<file path="src/rtl/pc_stack_nb.sv">
// pc_stack_nb: D-bit program counter with a DEPTH-entry hardware return-address stack
module pc_stack_nb #(
    parameter int D     = 16,
    parameter int DEPTH = 8,
    localparam int SPW  = $clog2(DEPTH + 1)
) (
    input  logic           clk_i,
    input  logic           rst_ni,
    input  logic [D-1:0]   i_in,
    input  logic           i_clr,
    input  logic           i_load,
    input  logic           i_call,
    input  logic           i_ret,
    input  logic           i_inc,
    output logic [D-1:0]   o_out,
    output logic [SPW-1:0] o_sp,
    output logic           o_empty,
    output logic           o_full,
    output logic           o_ovf,
    output logic           o_unf
);
    localparam int AW = DEPTH > 1 ? $clog2(DEPTH) : 1;

    logic [D-1:0]   pc_q, pc_d;
    logic [SPW-1:0] sp_q, sp_d;
    logic           ovf_q, ovf_d, unf_q, unf_d;
    logic [D-1:0]   stk_q [DEPTH];
    logic           push;
    logic           full, empty;
    logic [D-1:0]   pc_inc;
    logic [AW-1:0]  wr_idx, rd_idx;

    assign full    = sp_q == SPW'(DEPTH);
    assign empty   = sp_q == '0;
    assign pc_inc  = pc_q + 1'b1;
    assign wr_idx  = AW'(sp_q);
    assign rd_idx  = AW'(sp_q - 1'b1);
    assign o_out   = pc_q;
    assign o_sp    = sp_q;
    assign o_empty = empty;
    assign o_full  = full;
    assign o_ovf   = ovf_q;
    assign o_unf   = unf_q;

    // Pick the single highest-priority command and compute next PC, sp, flags and push
    always_comb begin
        pc_d  = pc_q;
        sp_d  = sp_q;
        ovf_d = ovf_q;
        unf_d = unf_q;
        push  = 1'b0;
        if (i_clr) begin
            pc_d  = '0;
            sp_d  = '0;
            ovf_d = 1'b0;
            unf_d = 1'b0;
        end else if (i_load) begin
            pc_d = i_in;
        end else if (i_call) begin
            if (full) begin
                ovf_d = 1'b1;
            end else begin
                push = 1'b1;
                sp_d = sp_q + 1'b1;
                pc_d = i_in;
            end
        end else if (i_ret) begin
            if (empty) begin
                unf_d = 1'b1;
            end else begin
                sp_d = sp_q - 1'b1;
                pc_d = stk_q[rd_idx];
            end
        end else if (i_inc) begin
            pc_d = pc_inc;
        end
    end

    // PC, stack pointer and sticky flags
    always_ff @(posedge clk_i or negedge rst_ni) begin
        if (!rst_ni) begin
            pc_q  <= '0;
            sp_q  <= '0;
            ovf_q <= 1'b0;
            unf_q <= 1'b0;
        end else begin
            pc_q  <= pc_d;
            sp_q  <= sp_d;
            ovf_q <= ovf_d;
            unf_q <= unf_d;
        end
    end

    // Return-address storage; a call writes the return address into the next free slot
    always_ff @(posedge clk_i or negedge rst_ni) begin
        if (!rst_ni) begin
            for (int k = 0; k < DEPTH; k++) stk_q[k] <= '0;
        end else if (push) begin
            stk_q[wr_idx] <= pc_inc;
        end
    end
endmodule

</file>
<file path="config.mk">
export PLATFORM = sky130hd
export DESIGN_NAME = pc_stack_nb
export DESIGN_NICKNAME = d
export VERILOG_FILES = /design/src/rtl/pc_stack_nb.sv
export SDC_FILE = /design/constraint.sdc
export NUM_CORES = 1
export LEC_CHECK = 0
export BUFFER_PORTS_ARGS = -buffer_cell sky130_fd_sc_hd__buf_2
export CORE_ASPECT_RATIO = 0.5
export CORE_MARGIN = 5
export CORE_UTILIZATION = 61
export DETAILED_ROUTE_END_ITERATION = 12
export PLACE_DENSITY = 0.9
export SETUP_SLACK_MARGIN = 0.15
export SYNTH_ARGS = -nofsm -noshare
export SYNTH_HDL_FRONTEND = slang
export SYNTH_SLANG_ARGS = --single-unit
</file>
<file path="constraint.sdc">
create_clock -name clk_i -period 6.6 [get_ports clk_i]
set_input_delay 0 -clock clk_i [delete_from_list [all_inputs] [get_ports clk_i]]
set_output_delay 0 -clock clk_i [all_outputs]
set_load 0.01 [all_outputs]
</file>
==> flow_summary.json, run 1 <==
{
  "synth_xor_area_share_pct": 2.459,
  "hpwl_mm": 11.22,
  "area_delta_synth_final_pct": 13.85,
  "vdd_drop_max_mv": 0.2008,
  "power_mw": 3.361,
  "dieArea_um2": 13980,
  "synth_simple_gate_area_share_pct": 14.26,
  "yosysUniqueCellTypes": 53,
  "crit_chain": "inv_1 > ha_1 > nand3b_1 > and4_1 > nand3_1 > o21ai_0",
  "fin_crit_sh_pct": 55.83,
  "hold_viol": 0,
  "cts_resized": 0,
  "yosysWarnings": 0,
  "postRouteAntennaNets": 0,
  "async_flop_share_pct": 100.0,
  "synth_cells": 682,
  "rsz0062_at_grt": "no",
  "dpl_cell_area_um2": 7297,
  "ys_seq_area_share_pct": 53.08,
  "vias": 6334,
  "hp-class": "input port to flop",
  "fin_crit_ns": 3.685,
  "syn_area_um2": 7072,
  "cts_max_level": 4,
  "setup_tns_ns": 0,
  "synth_top_family_by_area": "compound AO/OA/AOI/OAI gates",
  "max_stage_delay_ns": 1.01,
  "dp.cells": 829,
  "utilization_pct": 72.22,
  "grt_pass1_wl_mm": 35.23,
  "antenna_found_initial": 0,
  "grt_max_degree": 82,
  "clockBufferDepth": 2,
  "grt_pass1_vias": 6427,
  "die_y_um": 86.14,
  "ys_seq_elements": 150,
  "row_count": 27,
  "fmax_mhz": 271.4,
  "diodes": 0,
  "critPathArrivalTime_ns": 3.98,
  "endpoint_kind": "flop",
  "design_area_um2": 8051,
  "slew_headroom_pct": 10.39,
  "track_usage_pct": 33.27,
  "muxShareOfSynthArea_pct": 11.29,
  "tightest_slew_ns": 1.341,
  "numCtsBuffers": 17,
  "gp_congestion": 0.8538,
  "grt.overflow.total": 0,
  "drc": 0,
  "synth_edf_count": 0,
  "cp-start-kind": "flop",
  "synth-compound-area-share_pct": 14.74,
  "syn_avg_cell_area_um2": 10.37,
  "cts.sinks": 150,
  "synth_nets": 708,
  "fin_nets": 745,
  "crit_fanout": 34,
  "cts_tree": "done",
  "required_ns": 6.90,
  "wirelength_mm": 22.45,
  "clkSlewWorstSetupHoldPaths_ns": 0.07,
  "first_pass_iters": 7,
  "crit_slowest_cell": "dfrtp_2",
  "io_pins": 47,
  "drv_cap": 0,
  "die_x_um": 162.3,
  "io_buffers": 46,
  "setup_violations": 0,
  "final_layout_size_suffix_gt1_share_pct": 17.49,
  "maxSlewViolCount": 0,
  "cts_root_buf": "clkbuf_16",
  "clock_latency_ns": 0.44,
  "fin_skew_ns": 0.01071,
  "coreArea_um2": 11150,
  "routedWlPerCell_um": 25.60,
  "status": "complete, no violations",
  "power_density_nw_per_um2": 417.4,
  "start_util_pct": 63.43,
  "stdcell_count": 877,
  "drt-vias-per-instance": 7.222,
  "ys.flop_type": "dfrtp_1",
  "critical_path_class": "flop to flop",
  "synth-adder-area-share_pct": 0.5308,
  "drtIter0Drc": 1056,
  "p_leak_nw": 3.546
}
-- path summary, 6_finish.rpt --
check / start / to / slack [ns] / depth (start not counted)
setup / recovery: o_sp[0] / stk_q[5] / 2.92 / 6
hold / removal: i_call / o_ovf / 0.01 / 3
setup reg to reg: o_sp[0] / stk_q[5] / 2.92 / 6
hold reg to reg: stk_q[0] / stk_q[0] / 0.49 / 2
max in group asynchronous: rst_ni / o_sp[0] / 4.98 / 3
min in group asynchronous: rst_ni / stk_q[77] / 0.18 / 2
-- stage by stage --
step | hold WS [ns] | setup slack [ns]
floorplan | -0.2956 | 4.234
global placement | 0.08037 | 3.131
detailed placement | 0.08173 | 3.068
CTS | 0.0001148 | 2.967
global route | 0.03557 | 2.583
finish | 0.01025 | 2.915
-- critical path, delay by kind of cell (launching register included) --
| family | cells | cell delay, ns |
|---|---|---|
| buffers and inverters | 1 | 0.20 |
| AO/OA/AOI/OAI | 1 | 0.64 |
| flip-flops | 1 | 1.01 |
| AND/OR/NAND/NOR | 3 | 1.31 |
| adder cells (fa/ha/maj) | 1 | 0.38 |
-- repair_timing --
action                    4_1_cts  5_1_grt
buffers inserted                0        0
hold buffers                   16        0
hold endpoints to repair       95        0
-- synth_stat cells (all sizes together) (2+ instances only) --
cell type	number	share of area [%]
ha	3	0.53
mux4	30	9.7
o2bb2ai	5	0.62
a22oi	13	1.4
xnor2	14	1.7
inv	9	0.48
o21ai	125	8.8
nand2	166	8.8
a21o	3	0.32
nor4	6	0.62
nor2	23	1.2
buf	13	1.3
and4	2	0.25
a2bb2oi	3	0.46
nor3	7	0.50
nand3	15	1.1
o22ai	8	0.71
a211oi	2	0.28
xor2	5	0.73
mux2	9	1.4
clkbuf	35	1.9
a21oi	9	0.64
or3	2	0.18
nand4	5	0.65
a311oi	3	0.37
dfrtp	150	53
-- per-layer routing --
layer	track usage [%]	wire length [µm]	share of wire [%]	vias up
met2	53.08	10070	45	660
met3	11.33	2942	13	233
met4	22.56	2066	9.2	0
met5	0	0	0	-
met1	38.67	7371	33	2962
li1	-	-	-	2479
-- layout by cell type (no fill, tap or decap), drive strengths merged, types with 7 or more instances in the layout --
master,n
nand2,166
dfrtp,150
o21ai,125
buf,50
mux4,30
nor2,23
clkbuf,17
dlygate4sd3,16
nand3,15
inv,15
xnor2,14
a22oi,13
mux2,9
a21oi,9
o22ai,8
nor3,7
-- flip-flops by register name (all words and copies together) (netlist names) --
signal / flops
o_ovf: 1
o_sp: 4
o_unf: 1
stk_q: 128
o_out: 16
-- power by group --
| group | total, mW | internal [mW] | leakage (nW) | switching [mW] |
|---|---|---|---|---|
| clock network | 1.01 | 0.565 | 0.278 | 0.440 |
| registers | 1.44 | 1.19 | 2.02 | 0.246 |
| logic | 0.917 | 0.387 | 1.25 | 0.530 |
| total | 3.36 | 2.14 | 3.55 | 1.22 |
-- kinds of logic after synthesis --
logic type               Yosys count
adder cells (fa/ha/maj)            3
AND/OR/NAND/NOR                  233
buffers and inverters             57
XOR/XNOR                          19
multiplexers                      40
flip-flops                       150
AO/OA/AOI/OAI                    180
-- cell type report --
cell class / count / area (µm²)
flip-flops and latches: 150 / 3755
fillers: 632 / 3097
multi-input cells: 475 / 3060
repair buffers: 66 / 426.7
clock buffers: 17 / 425.4
well taps: 145 / 181.4
clock inverters: 15 / 168.9
inverters: 9 / 33.78
(Power assumes the default switching activity.)
==> inputs of run 2 (changes only) <==
- ABC_AREA: not set -> 1
- CORE_UTILIZATION: 61 -> 55
- PLACE_DENSITY: 0.9 -> 0.86
- clock period: 6.6 -> 3.2 ns (I/O delays scaled with it)
==> flow_summary.json, run 2 <==
{
  "status": "complete, no violations",
  "io_buffers": 46,
  "tightest_slew_ns": 1.026,
  "start_util_pct": 55.87,
  "track_usage_pct": 26.57,
  "postRouteAntennaNets": 0,
  "io_pins": 47,
  "numCtsBuffers": 17,
  "ys_seq_area_share_pct": 49.86,
  "hpwl_mm": 12.56,
  "layout_common_cells": "319 x nand2_1, 149 x dfrtp_1, 112 x nand3_1",
  "r2r_setup_slack_ns": 0.70,
  "rsz0062_at_grt": "no",
  "fmax_mhz": 400.3,
  "area_delta_synth_final_pct": 15.21,
  "crit_fanout": 10,
  "critical_path_class": "flop to flop",
  "first_pass_iters": 6,
  "utilization_pct": 64.36,
  "postCtsSetupRepairBufs": 0,
  "grt_pass1_vias": 6923,
  "cts_tree": "done",
  "synth_largest_area_cell": "dfrtp_1",
  "grt_max_degree": 87,
  "ys_seq_elements": 150,
  "fin_skew_ns": 0.01074,
  "clockBufferDepth": 2,
  "clkSlewWorstSetupHoldPaths_ns": 0.06,
  "maxSlewViolCount": 0,
  "slew_headroom_pct": 31.51,
  "grt.overflow.total": 0,
  "coreArea_um2": 13480,
  "required_ns": 3.51,
  "r2r_cells": 10,
  "fin_crit_ns": 2.498,
  "r2r-start": "o_out[0]",
  "worstReg2RegEnd": "o_out[8]",
  "synthTopCellsByArea": "dfrtp_1 50%, nand2_1 16%, nand3_1 7.4%",
  "drt-vias-per-instance": 5.925,
  "async_flop_share_pct": 100.0,
  "yosysMostFrequentCell": "nand2_1",
  "yosysWarnings": 0,
  "dieArea_um2": 16270,
  "synth_edf_count": 0,
  "fin_crit_sh_pct": 78.07,
  "cts_max_level": 4,
  "diodes": 0,
  "p_leak_nw": 4.116,
  "top_register": "stk_q",
  "grt_pass1_wl_mm": 34.55,
  "yosys.area.top_type_share_pct": 49.86,
  "endpoint": "o_out[8]",
  "die_x_um": 175.5,
  "syn_area_um2": 7528,
  "hp-class": "input port to flop",
  "drc": 0,
  "setup_violations": 0,
  "vias": 7169,
  "synth_nets": 1006,
  "cp-start-kind": "flop",
  "dpl_cell_area_um2": 7818,
  "clock_latency_ns": 0.43,
  "startpoint": "o_out[0]",
  "fin_nets": 1047,
  "row_count": 30,
  "drv_cap": 0,
  "wirelength_mm": 21.52,
  "critPathArrivalTime_ns": 2.81,
  "routedWlPerCell_um": 17.78,
  "hold_viol": 0,
  "syn_avg_cell_area_um2": 7.682,
  "drtIter0Drc": 1137,
  "endpoint_kind": "flop",
  "ys.flop_type": "dfrtp_1",
  "power_density_nw_per_um2": 926.2,
  "cts.sinks": 150,
  "synthTopCellsByCount": "319 x nand2_1, 150 x dfrtp_1, 112 x nand3_1",
  "die_y_um": 92.73,
  "gp_congestion": 0.9635,
  "vdd_drop_max_mv": 0.6312,
  "synth_cells": 980,
  "antenna_found_initial": 0,
  "cts_root_buf": "clkbuf_16",
  "largest_register_ffs": 128,
  "final_layout_size_suffix_gt1_share_pct": 10.93,
  "final_common_cell": "nand2_1",
  "design_area_um2": 8673,
  "cts_resized": 0,
  "yosysUniqueCellTypes": 34,
  "setup_tns_ns": 0
}
==> run 2: worst min-delay path by stage <==
stage	start	to	slack [ns]	depth (start not counted)
final	i_load	o_unf	0.05	4
after global routing	i_load	o_unf	0.07	4
after CTS	i_load	o_unf	0.04	4
after detailed placement	rst_ni	stk_q[87]	0.07	1
after global placement	rst_ni	stk_q[119]	0.06	1
after floorplan	rst_ni	o_out[0]	-0.30	0
==> run 2: timing repair <==
action                                  4_1_cts  5_1_grt
hold buffers                                 20        0
hold endpoints to repair                     89        0
endpoints found under the setup margin        0        0
==> run 2: kinds of logic (layout without fill, tap and decap cells) <==
family	Yosys count	after routing	synth area share, %
adders and majority gates	3	3	0.4986
AOI/OAI and AO/OA	187	187	13.10
and+or+nand+nor	512	512	28.67
xor gates and xnor gates	10	10	1.163
DFF	150	150	49.86
buffers and inverters	118	172	6.714
==> run 2: critical path: stages (launching register included) <==
cell and delay (ns):
dfrtp_1 0.60, ha_1 0.26, nand3_1 0.23, inv_1 0.21, nand2_1 0.09, xor2_1 0.58
nand2_1 0.13, nand3_1 0.10, nand2_1 0.05, nand2_1 0.05, nand2_1 0.07
==> run 2: stage by stage <==
stage	hold WS (ns)	instances	power [mW]	setup WS [ns]
finish	0.04589	1210	8.033	0.7016
global route	0.06744	1210	8.489	0.5997
CTS	0.03887	1210	7.955	0.8506
detailed placement	0.06577	1158	5.656	0.8332
global placement	0.05992	1158	5.546	0.9488
floorplan	-0.2956	980	4.814	0.9938
==> run 2: area by class of cell <==
| cell class | instances | area [µm²] |
|---|---|---|
| fillers | 1034 | 4802 |
| repair buffers | 75 | 529.3 |
| flip-flops and latches | 150 | 3755 |
| well taps | 176 | 220.2 |
| clock buffers | 20 | 456.7 |
| multi-input cells | 712 | 3269 |
| inverters | 65 | 244.0 |
| clock inverters | 12 | 198.9 |
==> run 2: power breakdown <==
part           internal, mW  total [mW]  switching (mW)
clock network          1.43        2.24           0.818
registers              2.50        2.86           0.362
logic                 0.977        2.92            1.95
==> run 2: layer usage <==
layer | share of wire (%) | GRT usage, % | vias up
li1 | - | - | 3280
met1 | 40 | 35.07 | 3390
met2 | 48 | 43.22 | 430
met3 | 9.1 | 5.669 | 69
met4 | 2.9 | 10.77 | 0
met5 | 0 | 0 | -
